**src/rtl/minmax_pkg.sv**
```systemverilog
// Shared definitions for the running min/max tracker: data width,
// comparator result codes and the window FSM state encoding.
package minmax_pkg;

    localparam int DATA_W = 4;

    localparam logic [1:0] CMP_EQ = 2'b00;
    localparam logic [1:0] CMP_LT = 2'b01;
    localparam logic [1:0] CMP_GT = 2'b10;

    typedef enum logic [1:0] {
        ST_IDLE  = 2'd0,
        ST_ACCUM = 2'd1,
        ST_DONE  = 2'd2
    } state_t;

    // Unsigned magnitude compare of a against b, returned as {G,L}.
    function automatic logic [1:0] cmp_code(input logic [DATA_W-1:0] a,
                                            input logic [DATA_W-1:0] b);
        logic [1:0] code;
        code = CMP_EQ;
        if (a > b) begin
            code = CMP_GT;
        end else if (a < b) begin
            code = CMP_LT;
        end
        return code;
    endfunction

endpackage

```
**src/rtl/comparator.sv**
```systemverilog
// Team 4-bit unsigned magnitude comparator producing the {G,L} code.
module comparator
    import minmax_pkg::*;
(
    input  logic [DATA_W-1:0] a,
    input  logic [DATA_W-1:0] b,
    output logic [1:0]        code
);

    always_comb begin
        code = cmp_code(a, b);
    end

endmodule

```
**src/rtl/run_minmax_tracker.sv**
```systemverilog
// Collects windows of 4-bit samples and reports max, min, count and an
// all-equal flag for each window through a valid/ready result port.
module run_minmax_tracker
    import minmax_pkg::*;
#(
    parameter int WINDOW = 8
) (
    input  logic              clk,
    input  logic              rst_n,
    input  logic              in_valid,
    output logic              in_ready,
    input  logic [DATA_W-1:0] in_data,
    input  logic              flush,
    output logic              out_valid,
    input  logic              out_ready,
    output logic [DATA_W-1:0] out_max,
    output logic [DATA_W-1:0] out_min,
    output logic [DATA_W-1:0] out_count,
    output logic              out_all_eq
);

    localparam logic [DATA_W-1:0] CNT_LAST = DATA_W'(WINDOW - 1);
    localparam logic [DATA_W-1:0] CNT_ONE  = DATA_W'(1);

    state_t            state;
    state_t            state_next;
    logic              accept;
    logic              window_fills;
    logic [1:0]        cmp_max;
    logic [1:0]        cmp_min;
    logic [DATA_W-1:0] max_q;
    logic [DATA_W-1:0] min_q;
    logic [DATA_W-1:0] cnt_q;
    logic              all_eq_q;
    logic              out_valid_q;

    comparator u_cmp_max (
        .a    (in_data),
        .b    (max_q),
        .code (cmp_max)
    );

    comparator u_cmp_min (
        .a    (in_data),
        .b    (min_q),
        .code (cmp_min)
    );

    always_ff @(posedge clk or negedge rst_n) begin
        if (!rst_n) begin
            state <= ST_IDLE;
        end else begin
            state <= state_next;
        end
    end

    // The accept that brings cnt up to WINDOW closes the window.
    always_comb begin
        state_next   = state;
        window_fills = accept && (cnt_q == CNT_LAST);
        case (state)
            ST_IDLE: begin
                if (accept) begin
                    state_next = ST_ACCUM;
                end
            end
            ST_ACCUM: begin
                if (flush || window_fills) begin
                    state_next = ST_DONE;
                end
            end
            ST_DONE: begin
                if (out_ready) begin
                    state_next = ST_IDLE;
                end
            end
            default: begin
                state_next = ST_IDLE;
            end
        endcase
    end

    // in_ready depends on state alone, keeping out_ready off the input path.
    always_comb begin
        in_ready = (state != ST_DONE);
        accept   = in_valid && in_ready;
    end

    always_ff @(posedge clk or negedge rst_n) begin
        if (!rst_n) begin
            max_q    <= '0;
            min_q    <= '0;
            cnt_q    <= '0;
            all_eq_q <= 1'b0;
        end else if (accept) begin
            if (state == ST_IDLE) begin
                max_q    <= in_data;
                min_q    <= in_data;
                cnt_q    <= CNT_ONE;
                all_eq_q <= 1'b1;
            end else begin
                if (cmp_max == CMP_GT) begin
                    max_q <= in_data;
                end
                if (cmp_min == CMP_LT) begin
                    min_q <= in_data;
                end
                if (cmp_max != CMP_EQ) begin
                    all_eq_q <= 1'b0;
                end
                cnt_q <= cnt_q + CNT_ONE;
            end
        end
    end

    always_ff @(posedge clk or negedge rst_n) begin
        if (!rst_n) begin
            out_valid_q <= 1'b0;
        end else begin
            out_valid_q <= (state_next == ST_DONE);
        end
    end

    always_comb begin
        out_valid  = out_valid_q;
        out_max    = max_q;
        out_min    = min_q;
        out_count  = cnt_q;
        out_all_eq = all_eq_q;
    end

endmodule

```
**config.mk**
```make
export PLATFORM = sky130hd
export DESIGN_NAME = run_minmax_tracker
export DESIGN_NICKNAME = d
export VERILOG_FILES = /design/src/rtl/minmax_pkg.sv /design/src/rtl/comparator.sv /design/src/rtl/run_minmax_tracker.sv
export SDC_FILE = /design/constraint.sdc
export NUM_CORES = 1
export LEC_CHECK = 0
export CORE_MARGIN = 10
export CORE_UTILIZATION = 51
export DETAILED_ROUTE_END_ITERATION = 10
export PLACE_DENSITY = 0.82
export SYNTH_ARGS = -nofsm -noshare
export SYNTH_HDL_FRONTEND = slang
export SYNTH_SLANG_ARGS = --single-unit
```
**constraint.sdc**
```tcl
create_clock -name clk -period 3.2 [get_ports clk]
set_input_delay 0.64 -clock clk [delete_from_list [all_inputs] [get_ports clk]]
set_output_delay 0.64 -clock clk [all_outputs]
set_load 0.05 [all_outputs]
```
# Word level (Yosys, flattened, before mapping)
# Index checks and enable logic that the tools add are counted.
# totals
latch_bits,0
inputBits,9
mem_count,0
output_inout_bits,15
ramBits,0
romBits,0
elab_cells,44
regBits,16
# op_classes
muxes,15
n_eq_ne,7
bitwise,0
shifts,0
add_sub_neg,1
multipliers,0
n_lt_le_gt_ge,4
n_reduce_logical,11
div,0
# op_table
operator,count
4-bit 2-to-1 mux,5
2-bit 2-to-1 mux,5
4-bit > comparator,2
4-bit < comparator,2
2-bit nonzero test,4
"2-bit equality test, second input constant",3
2-bit one-hot mux with 3 select lines,1
2-bit AND reduction,3
"4-bit by 1-bit adder with 4-bit output, second input constant",1
"2-bit by 1-bit equality test with 1-bit output, second input constant",2
"4-bit by 3-bit equality test with 1-bit output, second input constant",1
1-bit 2-to-1 mux,4
1-bit logical AND,2
2-bit logical NOT,1
"2-bit != test, second input constant",1
1-bit logical OR,1

# Longest topological paths before layout
# Gate-level depths: netlist of run 1.
# depth
ltp_word,7
mapped_depth,6
depth_no_buf,6

# Modules after synthesis
# From an unflattened synthesis of run 1, not the netlist that was laid out.
# unflattened
hier_cells,88
hier_area_um2,945.9
# by_module_without_submodules
mod,n_inst,seq_area_each_um2,area_per_inst_um2,cells_each
run_minmax_tracker,1,400.4,718.2,58
comparator,2,0.0,113.9,15

# Worst setup path after synthesis of run 1
# Ideal clock, no wire load.
# synth_timing
path_kind,register -> register
from,register max_q[1] (netlist: out_max[1])
to,register max_q[0] (netlist: out_max[0])
required_ns,3.075
setup_time_ns,0.125
setup_slack_ns,1.196
n_path_buf,0
t_arrival_ns,1.879
synth_period_minus_slack_ns,2.004
path_stages_with_launch,7
path_cell_list,dfrtp_1 inv_1 ha_1 nor2b_1 o211ai_1 a211oi_4 mux2_2
# synth_between
elab_chain_cells,6
word_cells_on_any_way,7
classes_between,order compare (2); eq/ne (1); mux (2); reduce/logical (2)
# synth_lines
element,line,source
start: declaration,run_minmax_tracker.sv:31,logic [DATA_W-1:0] max_q;
start signal: assignment,run_minmax_tracker.sv:97,max_q <= in_data;
start signal: assignment,run_minmax_tracker.sv:103,max_q <= in_data;
4-bit < comparator,minmax_pkg.sv:24,end else if (a < b) begin
1-bit 2-to-1 mux,minmax_pkg.sv:24,
2-bit 2-to-1 mux *,minmax_pkg.sv:22,if (a > b) begin
2-bit equality test *,run_minmax_tracker.sv:102,if (cmp_max == CMP_GT) begin
2-bit nonzero test (no source line) *,--,
2-bit AND reduction (no source line) *,--,
# Every way passes the cells marked *; elsewhere a longest branch is shown, timed or not.
# A chain may end at the register's enable or synchronous reset.

# Worst setup path after layout of run 1
# layout_timing
from,register state[0]
to,output port in_ready
# layout_between
elab_chain_cells,1
# layout_lines
element,line,source
start: declaration,run_minmax_tracker.sv:25,state_t state;
start signal: assignment,run_minmax_tracker.sv:53,state <= state_next;
2-bit != test,run_minmax_tracker.sv:85,in_ready = (state != ST_DONE);
end: declaration,run_minmax_tracker.sv:11,"output logic in_ready,"
# No other way between the ends.

==> summary.md, run 1 <==
| Metric | Value |
|---|---|
| Hold Path Origin | out_count[0] |
| Predominant post-synthesis flop cell | dfrtp_1 |
| Final Skew | 0.00601 ns |
| Worst reg2reg startpoint | out_max[1] |
| CP top delay family | buffers and inverters |
| Final GP Congestion | 0.834 |
| Crit-path slowest cell | clkdlybuf4s50_1 |
| Setup crit start | state[0] |
| YS warnings | 0 |
| CTS sink cnt | 16 |
| Pwr dens | 1190 mW/mm2 |
| Sw frac | 0.515 |
| Starting Density | 0.552 |
| Post-CTS sizing | 0 |
| # IOs | 24 |
| Syn Inst Count | 97 |
| Max-Slew Margin vs Limit | 0.504 |
| Post-DP HPWL | 1.76 mm |
| Final Max Tran Viols | 0 |
| TritonCTS buffer count | 3 |
| Reg clk slew, reported paths | 0.10 ns |
| Num rows | 15 |
| Distinct cell type count after synthesis | 28 |
| Worst skew pair latency | 0.30 ns |
| Slew @ Worst Pin | 0.741 ns |
| CTS root buffer | clkbuf_4 |
| DRT iter0 DRCs | 31 |
| Fin util | 0.713 |
| Setup repair bufs after CTS | 0 |
| Area delta synth->final | 29.0% |
| CP Class | reg -> out |
| Fill cell count | 164 |
| Int Power | 0.000728 W |
| Finished Layout Cells | 147 |
| Total gr overflow | 0 |
| Largest net degree at the start of global routing | 17 |
| NetSw | 0.000774 W |
| Critical path endpoint category | primary output |
| CP required | 2.56 ns |
| Crit-path max cell delay | 0.88 ns |
| EDFF count, synth | 0 |
| TritonRoute pass-1 iters | 4 |
| Dpl cells | 143 |
| Crit path launch type | register |
| Number of global-route vias before repair | 884 |
| MaxCap Viol Count | 0 |
| Combinational share of power | 0.658 |
| Drt wl/cell | 15.5 um |
| GR Util All Layers | 0.117 |
| CTS Buffer Depth | 2 |
| FFs w/ async S/R, synth | 1.00 |
| CP cell instances | nand2b_1 -> clkdlybuf4s50_1 |
| Worst hold path type | reg -> reg |
| Max Fclk | 385 MHz |
| Seq pwr share | 0.249 |
| Worst vdd ir | 640 uV |
| DRC violations left | 0 |
| Number of port buffers | 23 |
| Syn Std Cell Area | 975 um2 |
| Final Cycle Share | 0.812 |
| Tot Pwr | 0.00150 W |
| Buf/Inv on CP | 1 |
| Sequential area share after synthesis | 0.411 |
| Worst EP arrival | 1.96 ns |
| H-tree depth | 1 |
| Leakage | 0.546 nW |
| Syn_nets | 114 |
| Total negative slack | 0 ns |
| Nets | 140 |
| Flip-flop and latch count after synthesis | 16 |
| Final hold violation count | 0 |
| Initial antenna violation count | 0 |
| RSZ-0062 raised after global routing | no |
| Die width | 63.7 um |
| Drt total wl | 2.28 mm |
| Status | completed |
| CORE AREA | 0.00176 mm2 |
| TritonCTS clock tree | built |
| Critical path fanouts, max | 10 |
| Die height | 63.7 um |
| Ant. Diodes | 0 |
| Vias per inst | 5.87 |
| Global-route wire length before repair | 3.94 mm |
| Die footprint | 0.00406 mm2 |
| Final min period | 2.60 ns |
| CTS hold repair buffers | 0 |
| DRT antenna net count | 0 |
| Clock network fraction of total power | 0.093 |
| Layout cell share with drive strength beyond 1 | 0.107 |
| Setup violators final | 0 |
| Mean area per synthesized cell | 10.0 um2 |
| Via count | 863 |
power by group through the flow:
stage	Sequential [W]	Clock, W	Combinational, W
2_1_floorplan	0.000665	0	0.000410
3_3_place_gp	0.000375	0	0.000966
5_1_grt	0.000388	0.000159	0.00106
6_report	0.000374	0.000140	0.000987
3_5_place_dp	0.000378	0	0.000986
4_1_cts	0.000374	0.000143	0.000991
registers in the layout, summed over array words and instances (netlist names):
name,count
out_valid,1
out_count,4
out_all_eq,1
state,2
out_min,4
out_max,4
placed cells by master (no fill, tap or decap), drive strengths merged:
cell type / instances
a211oi: 2
a21o: 1
a21oi: 6
a22oi: 4
a31o: 1
a31oi: 1
a32o: 1
a41oi: 1
and2: 2
and3: 1
buf: 1
clkbuf: 4
clkdlybuf4s50: 23
dfrtp: 16
ha: 8
inv: 9
mux2: 4
nand2: 3
nand2b: 2
nand3: 6
nand4: 6
nor2: 6
nor2b: 3
nor3b: 1
o211ai: 5
o21ai: 1
o2bb2ai: 2
xor2: 2
final timing paths:
check / endpoint / slack, ns / cells past startpoint
max in group asynchronous: out_all_eq / 1.96 / 1
worst max register to register: out_max[0] / 1.41 / 6
worst min-delay path: out_count[0] / 0.53 / 1
worst max-delay path: in_ready / 0.60 / 2
worst min register to register: out_count[0] / 0.53 / 1
min in group asynchronous: out_count[3] / 0.77 / 1
metrics by stage:
stage	setup slack [ns]	area (um2)	hold slack, ns
6_report	0.600	1260	0.533
5_1_grt	0.480	1260	0.564
4_1_cts	0.580	1260	0.539
3_5_place_dp	0.624	1220	0.525
3_3_place_gp	0.652	1220	0.516
2_1_floorplan	1.20	975	0.344
cell type report:
class	instances	area, um2	share of cell area
clock buffer	4	36.3	0.0289
inverter	9	33.8	0.0269
multi-input combinational	69	518	0.412
sequential	16	400	0.318
tap	25	31.3	0.0249
timing repair buffer	24	238	0.189
layer usage:
layer	wire, um	vias up	track usage	part of all wire
li1	-	407	-	-
met1	915	409	0.125	0.40
met2	1100	45	0.192	0.48
met3	249	2	0.0618	0.11
met4	20	0	0.0410	0.0088
met5	0	-	0	0
synth_stat cells, drive strengths merged (2+ instances only):
library cell / instances / area share
inv: 9 / 0.035
dfrtp: 16 / 0.41
and2: 2 / 0.013
a22oi: 4 / 0.031
nand2b: 2 / 0.013
nand2: 3 / 0.014
nand4: 6 / 0.039
nand3: 6 / 0.031
ha: 8 / 0.10
a211oi: 2 / 0.033
nor2: 6 / 0.023
nor2b: 3 / 0.019
o2bb2ai: 2 / 0.018
mux2: 4 / 0.046
xor2: 2 / 0.018
a21oi: 6 / 0.031
buf: 3 / 0.023
o211ai: 5 / 0.039
cell families after synthesis:
family | Yosys count | synth area share
xor gates and xnor gates | 2 | 0.0180
and+or+nand+nor | 30 | 0.166
buffers and inverters | 12 | 0.0578
DFF | 16 | 0.411
AOI/OAI and AO/OA | 25 | 0.199
muxes | 4 | 0.0462
adders and majority gates | 8 | 0.103
Power figures use the tool's default switching activity.
==> run 2, diff against run 1 <==
--- a/config.mk
+++ b/config.mk
@@ -6,9 +6,9 @@
 export NUM_CORES = 1
 export LEC_CHECK = 0
 export CORE_MARGIN = 10
-export CORE_UTILIZATION = 51
+export CORE_UTILIZATION = 48
 export DETAILED_ROUTE_END_ITERATION = 10
-export PLACE_DENSITY = 0.82
+export PLACE_DENSITY = 0.78
 export SYNTH_ARGS = -nofsm -noshare
 export SYNTH_HDL_FRONTEND = slang
 export SYNTH_SLANG_ARGS = --single-unit
==> constraint.sdc (replaced) <==
create_clock -name clk -period 2.5 [get_ports clk]
set_input_delay 0.5 -clock clk [delete_from_list [all_inputs] [get_ports clk]]
set_output_delay 0.5 -clock clk [all_outputs]
set_load 0.05 [all_outputs]
==> run 2 against run 1 <==
Net effect: worst hold slack improved by 0.00072 ns; sequential share of layout area decreased by 1.2 points; register-to-register slack got worse by 0.68 ns; final cell count increased by 5.4%; first-iteration DRC count decreased by 26%; flip-flop and latch count unchanged; via count decreased by 0.46%; clock power increased by 26%; utilization decreased by 4.1 points.
==> summary.md, run 2 (synthesis results as in run 1) <==
| Metric | Value |
|---|---|
| Clock network fraction of total power | 0.091 (-0.002) |
| Int Power | 0.000943 W (+30%) |
| Worst reg2reg startpoint | out_max[1] |
| GR Util All Layers | 0.114 (-0.00334) |
| Most Used Layer, Global Route | met2 |
| Global Route met3 Usage | 0.0447 (-0.0172) |
| Worst EP arrival | 1.70 ns (-0.26 ns) |
| Initial antenna violation count | 0 (unchanged) |
| Final GP Congestion | 0.806 (-3.3%) |
| Via count | 859 (-0.46%) |
| CTS Buffer Depth | 2 (unchanged) |
| Finished Layout Cells | 155 (+5.4%) |
| MaxCap Viol Count | 0 (unchanged) |
| Met2 Use GR | 0.180 (-0.0124) |
| Final hold violation count | 0 (unchanged) |
| Dpl ws | 0.184 ns (-0.440 ns) |
| Critical path endpoint category | primary output |
| Drt total wl | 2.28 mm (-0.31%) |
| Crit-path slowest cell | clkdlybuf4s50_1 |
| Global-route wire length before repair | 3.87 mm (-1.8%) |
| NetSw | 0.000986 W (+27%) |
| Max Fclk | 455 MHz |
| Slew @ Worst Pin | 0.712 ns (-0.0293 ns) |
| CTS hold repair buffers | 0 (unchanged) |
| Setup violators final | 0 (unchanged) |
| DRT antenna net count | 0 (unchanged) |
| Dpl cells | 151 (+5.6%) |
| Worst hold path type | reg -> reg |
| RSZ-0062 raised after global routing | no |
| Sw frac | 0.511 (-0.00406) |
| Leakage | 0.574 nW (+5.2%) |
| PnR worst setup slack | 0.303 ns (-0.297 ns) |
| Critical Path Stages | 2 (unchanged) |
| TritonRoute pass-1 iters | 4 (unchanged) |
| Drt wl/cell | 14.7 um (-5.5%) |
| Final Skew | 0.00426 ns (-0.00175 ns) |
| TritonCTS clock tree | built |
| RR Endpoint | out_max[2] |
| Fin util | 0.672 (-0.0407) |
| CP required | 2.00 ns (-0.56 ns) |
| Number of global-route vias before repair | 845 (-4.4%) |
| Die footprint | 0.00423 mm2 (+4.3%) |
| Largest net degree at the start of global routing | 17 (unchanged) |
| Buf/Inv on CP | 1 (unchanged) |
| Cell Area, Placed | 0.00127 mm2 (+3.9%) |
| Total negative slack | 0 ns (unchanged) |
| Number of port buffers | 23 (unchanged) |
| Final Cell Area | 0.00131 mm2 (+3.8%) |
| Final Max Tran Viols | 0 (unchanged) |
| Setup crit start | state[0] |
| Die width | 65.1 um (+2.1%) |
| Final min period | 2.20 ns |
| Layout cell share with drive strength beyond 1 | 0.148 (+0.0419) |
| Final Cycle Share | 0.879 |
| Register-to-Register Path Depth | 6 (unchanged) |
| Most frequent cells in the layout | clkdlybuf4s50_1, dfrtp_1, inv_1 |
| Reg clk slew, reported paths | 0.10 ns (about the same) |
| Max-Slew Margin vs Limit | 0.524 (+0.0196) |
| Vias per inst | 5.54 (-5.6%) |
| CP Class | reg -> out |
| Global routing met1 resource utilization | 0.129 (+0.00397) |
| Num rows | 16 (+1) |
| Total gr overflow | 0 (unchanged) |
| Post-DP HPWL | 1.80 mm (+2.4%) |
| CTS root buffer | clkbuf_4 |
| Post-CTS sizing | 0 (unchanged) |
| Setup repair bufs after CTS | 0 (unchanged) |
| # IOs | 24 (unchanged) |
| CP top delay family | buffers and inverters |
| CTS sink cnt | 16 (unchanged) |
| Ant. Diodes | 0 (unchanged) |
| DRT iter0 DRCs | 23 (-26%) |
| CORE AREA | 0.00194 mm2 (+10%) |
| Crit-path max cell delay | 0.81 ns (-0.07 ns) |
| Worst skew pair latency | 0.30 ns (about the same) |
| Seq pwr share | 0.249 (about the same) |
| H-tree depth | 1 (unchanged) |
| R2R Setup Slk | 0.73 ns (-0.68 ns) |
| Nets | 146 (+4.3%) |
| Setup crit end | in_ready |
| Combinational share of power | 0.659 (about the same) |
| Crit path launch type | register |
| Starting Density | 0.502 (-0.0505) |
| Critical path fanouts, max | 6 (-4) |
| TritonCTS buffer count | 3 (unchanged) |
| Status | completed |
| Die height | 65.1 um (+2.1%) |
| Pwr dens | 1480 mW/mm2 (+24%) |
| CP cell instances | nand2b_1 -> clkdlybuf4s50_1 |
| Area delta synth->final | 33.9% |
| Worst vdd ir | 838 uV (+31%) |
| DRC violations left | 0 (unchanged) |
| Commonest non-fill, non-tap cell in the layout | clkdlybuf4s50_1 |
==> run 2: cell count changes in the layout (fill, tap and decap cells not counted), sizes merged <==
cell and change:
buf +6
==> run 2: cell type report <==
type / count / area (um2)
repair buffers: 30 / 283
fillers: 173 / 637
flip-flops and latches: 16 / 400
clock buffers: 4 / 36.3
well taps: 27 / 33.8
multi-input cells: 69 / 518
inverters: 9 / 33.8
==> run 2: worst min path at each step <==
| stage | cells after the start | end | from | slack (ns) |
|---|---|---|---|---|
| 6_report | 1 | out_count[0] | out_count[0] | 0.53 |
| 3_5_place_dp | 1 | out_count[0] | out_count[0] | 0.53 |
| 3_3_place_gp | 1 | out_count[0] | out_count[0] | 0.51 |
| 4_1_cts | 1 | out_count[0] | out_count[0] | 0.54 |
| 5_1_grt | 1 | out_count[1] | out_count[1] | 0.57 |
| 2_1_floorplan | 0 | out_all_eq | rst_n | 0.20 |
==> run 2: through the flow <==
stage	power, W	hold slack, ns
global route	0.00207	0.571
detailed placement	0.00176	0.528
global placement	0.00173	0.511
finish	0.00193	0.533
floorplan	0.00138	0.204
CTS	0.00194	0.542
==> run 2: power groups by stage <==
stage | Clock (W) | Sequential [W] | Combinational [W]
3_3_place_gp | 0 | 0.000479 | 0.00125
4_1_cts | 0.000179 | 0.000483 | 0.00128
3_5_place_dp | 0 | 0.000488 | 0.00127
2_1_floorplan | 0 | 0.000851 | 0.000525
5_1_grt | 0.000189 | 0.000502 | 0.00138
6_report | 0.000176 | 0.000481 | 0.00127
==> run 2: layer usage <==
| metal | part of all wire | vias up |
|---|---|---|
| met1 | 0.45 | 402 |
| met5 | 0 | - |
| met4 | 0.020 | 0 |
| li1 | - | 428 |
| met3 | 0.078 | 5 |
| met2 | 0.45 | 24 |
==> run 3, diff against run 2 <==
--- a/config.mk
+++ b/config.mk
@@ -6,9 +6,10 @@
 export NUM_CORES = 1
 export LEC_CHECK = 0
 export CORE_MARGIN = 10
-export CORE_UTILIZATION = 48
+export CORE_UTILIZATION = 50
+export CTS_BUF_LIST = sky130_fd_sc_hd__clkbuf_4 sky130_fd_sc_hd__clkbuf_8
 export DETAILED_ROUTE_END_ITERATION = 10
-export PLACE_DENSITY = 0.78
+export PLACE_DENSITY = 0.81
 export SYNTH_ARGS = -nofsm -noshare
 export SYNTH_HDL_FRONTEND = slang
 export SYNTH_SLANG_ARGS = --single-unit
==> run 3 against run 2 <==
Net effect: flip-flop and latch count did not move; highest routed layer unchanged; total power fell by 0.86%; via count fell by 0.35%; setup slack improved by 0.021 ns; die area fell by 2.8%; clock skew fell by 0.0028 ns; register-to-register slack barely moved; combinational power barely moved; largest cell class unchanged.
==> summary.md, run 3 (synthesis results as in run 1) <==
| Metric | Value |
|---|---|
| Status | completed |
| Wire length on met3 | 153 um (-14%) |
| Pwr dens | 1480 mW/mm2 (about the same) |
| R2R Setup Slk | 0.72 ns (about the same) |
| Die width | 64.2 um (-1.4%) |
| Num rows | 15 (-1) |
| Area delta synth->final | 32.9% |
| Reg clk slew, reported paths | 0.09 ns (about the same) |
| CP required | 2.00 ns (about the same) |
| Number of port buffers | 23 (unchanged) |
| Worst vdd ir | 823 uV (-1.8%) |
| Slew @ Worst Pin | 0.748 ns (+0.0359 ns) |
| Wl on met1 | 970 um (-5.3%) |
| Fin util | 0.726 (+0.0543) |
| Final GP Congestion | 0.828 (+2.7%) |
| DRT iter0 DRCs | 25 (+8.7%) |
| Die footprint | 0.00412 mm2 (-2.8%) |
| Initial antenna violation count | 0 (unchanged) |
| Max-Slew Margin vs Limit | 0.500 (-0.0240) |
| Via count | 856 (-0.35%) |
| Final hold violation count | 0 (unchanged) |
| Post-CTS sizing | 0 (unchanged) |
| Starting Density | 0.547 (+0.0447) |
| Drt wl/cell | 14.5 um (-1.2%) |
| CP Class | reg -> out |
| Final min period | 2.18 ns (-0.0211 ns) |
| Final Cycle Share | 0.870 (-0.00843) |
| Setup crit start | state[0] |
| Critical path endpoint category | primary output |
| Ant. Diodes | 0 (unchanged) |
| Number of global-route vias before repair | 895 (+5.9%) |
| Final Max Tran Viols | 0 (unchanged) |
| Global-route wire length before repair | 3.97 mm (+2.5%) |
| Setup repair bufs after CTS | 0 (unchanged) |
| Post-DP HPWL | 1.73 mm (-3.9%) |
| Register-to-Register Path Depth | 6 (unchanged) |
| RSZ-0062 raised after global routing | no |
| DRT antenna net count | 0 (unchanged) |
| Layout cell share with drive strength beyond 1 | 0.142 (-0.00671) |
| Dpl ws | 0.138 ns (-0.0464 ns) |
| RR Endpoint | out_max[1] |
| MaxCap Viol Count | 0 (unchanged) |
| Vias per inst | 5.63 (+1.6%) |
| # IOs | 24 (unchanged) |
| CTS Buffer Depth | 2 (unchanged) |
| GR Util All Layers | 0.116 (+0.00294) |
| Commonest non-fill, non-tap cell in the layout | clkdlybuf4s50_1 |
| Total gr overflow | 0 (unchanged) |
| Tot Pwr | 0.00191 W (-0.86%) |
| DRC violations left | 0 (unchanged) |
| Most frequent cells in the layout | clkdlybuf4s50_1, dfrtp_1, inv_1 |
| Hold path cells | 1 (unchanged) |
| TritonCTS clock tree | built |
| TritonRoute pass-1 iters | 4 (unchanged) |
| Largest net degree at the start of global routing | 17 (unchanged) |
| Worst reg2reg startpoint | out_max[1] |
| CORE AREA | 0.00178 mm2 (-8.2%) |
| Worst EP arrival | 1.68 ns (-0.02 ns) |
| Drt total wl | 2.21 mm (-3.1%) |
| H-tree depth | 1 (unchanged) |
| Met2 WL | 1.06 mm (+3.1%) |
| TritonCTS buffer count | 3 (unchanged) |
| Setup violators final | 0 (unchanged) |
| Crit path launch type | register |
| DR top layer | met4 |
| CTS root buffer | clkbuf_4 |
| Worst skew pair latency | 0.29 ns (about the same) |
| CTS hold repair buffers | 0 (unchanged) |
| Setup crit end | in_ready |
| Max Fclk | 460 MHz (+0.97%) |
| CTS sink cnt | 16 (unchanged) |
| Final Skew | 0.00143 ns (-0.00283 ns) |
| PnR worst setup slack | 0.324 ns (+0.0211 ns) |
| Nets | 145 (-0.68%) |
| Total negative slack | 0 ns (unchanged) |
| Worst hold path type | reg -> reg |
| Die height | 64.2 um (-1.4%) |
| Critical path fanouts, max | 6 (unchanged) |
| Leakage | 0.569 nW (-0.84%) |
run 3: cell count changes in the layout (fill, tap and decap cells not counted), sizes merged:
cell  delta
buf      -1
run 3: power by group:
group / internal (W) / switching [W]
clock: 0.0000887 / 0.0000828
combinational: 0.000470 / 0.000793
sequential: 0.000383 / 0.0000957
total: 0.000941 / 0.000971
run 3: worst min path at each step:
stage	slack, ns	startpoint	end
4_1_cts	0.55	out_max[2]	out_max[2]
3_5_place_dp	0.53	out_max[2]	out_max[2]
3_3_place_gp	0.51	out_count[0]	out_count[0]
5_1_grt	0.57	out_max[2]	out_max[2]
6_report	0.54	out_max[2]	out_max[2]
2_1_floorplan	0.20	rst_n	out_all_eq
run 3: per-stage QoR:
step           cells  cell area (um2)  hold slack, ns
2_1_floorplan     97              975           0.204
3_3_place_gp     148             1260           0.515
3_5_place_dp     148             1260           0.527
4_1_cts          152             1290           0.546
6_report         152             1290           0.542
5_1_grt          152             1290           0.573
run 3: cell type report:
class                   count  area [um2]
multi-input cells          69         518
fillers                   142         488
flip-flops and latches     16         400
repair buffers             29         275
clock buffers               4        36.3
inverters                   9        33.8
well taps                  25        31.3
run 3: critical path, cell delays in order (launching register included):
cell and delay (ns):
dfrtp_1 0.44, nand2b_1 0.15, clkdlybuf4s50_1 0.81
run 3: layer usage:
| layer | up-vias | global-route usage |
|---|---|---|
| li1 | 419 | - |
| met2 | 21 | 0.190 |
| met1 | 412 | 0.126 |
| met3 | 4 | 0.0505 |
| met4 | 0 | 0.0588 |
| met5 | - | 0 |
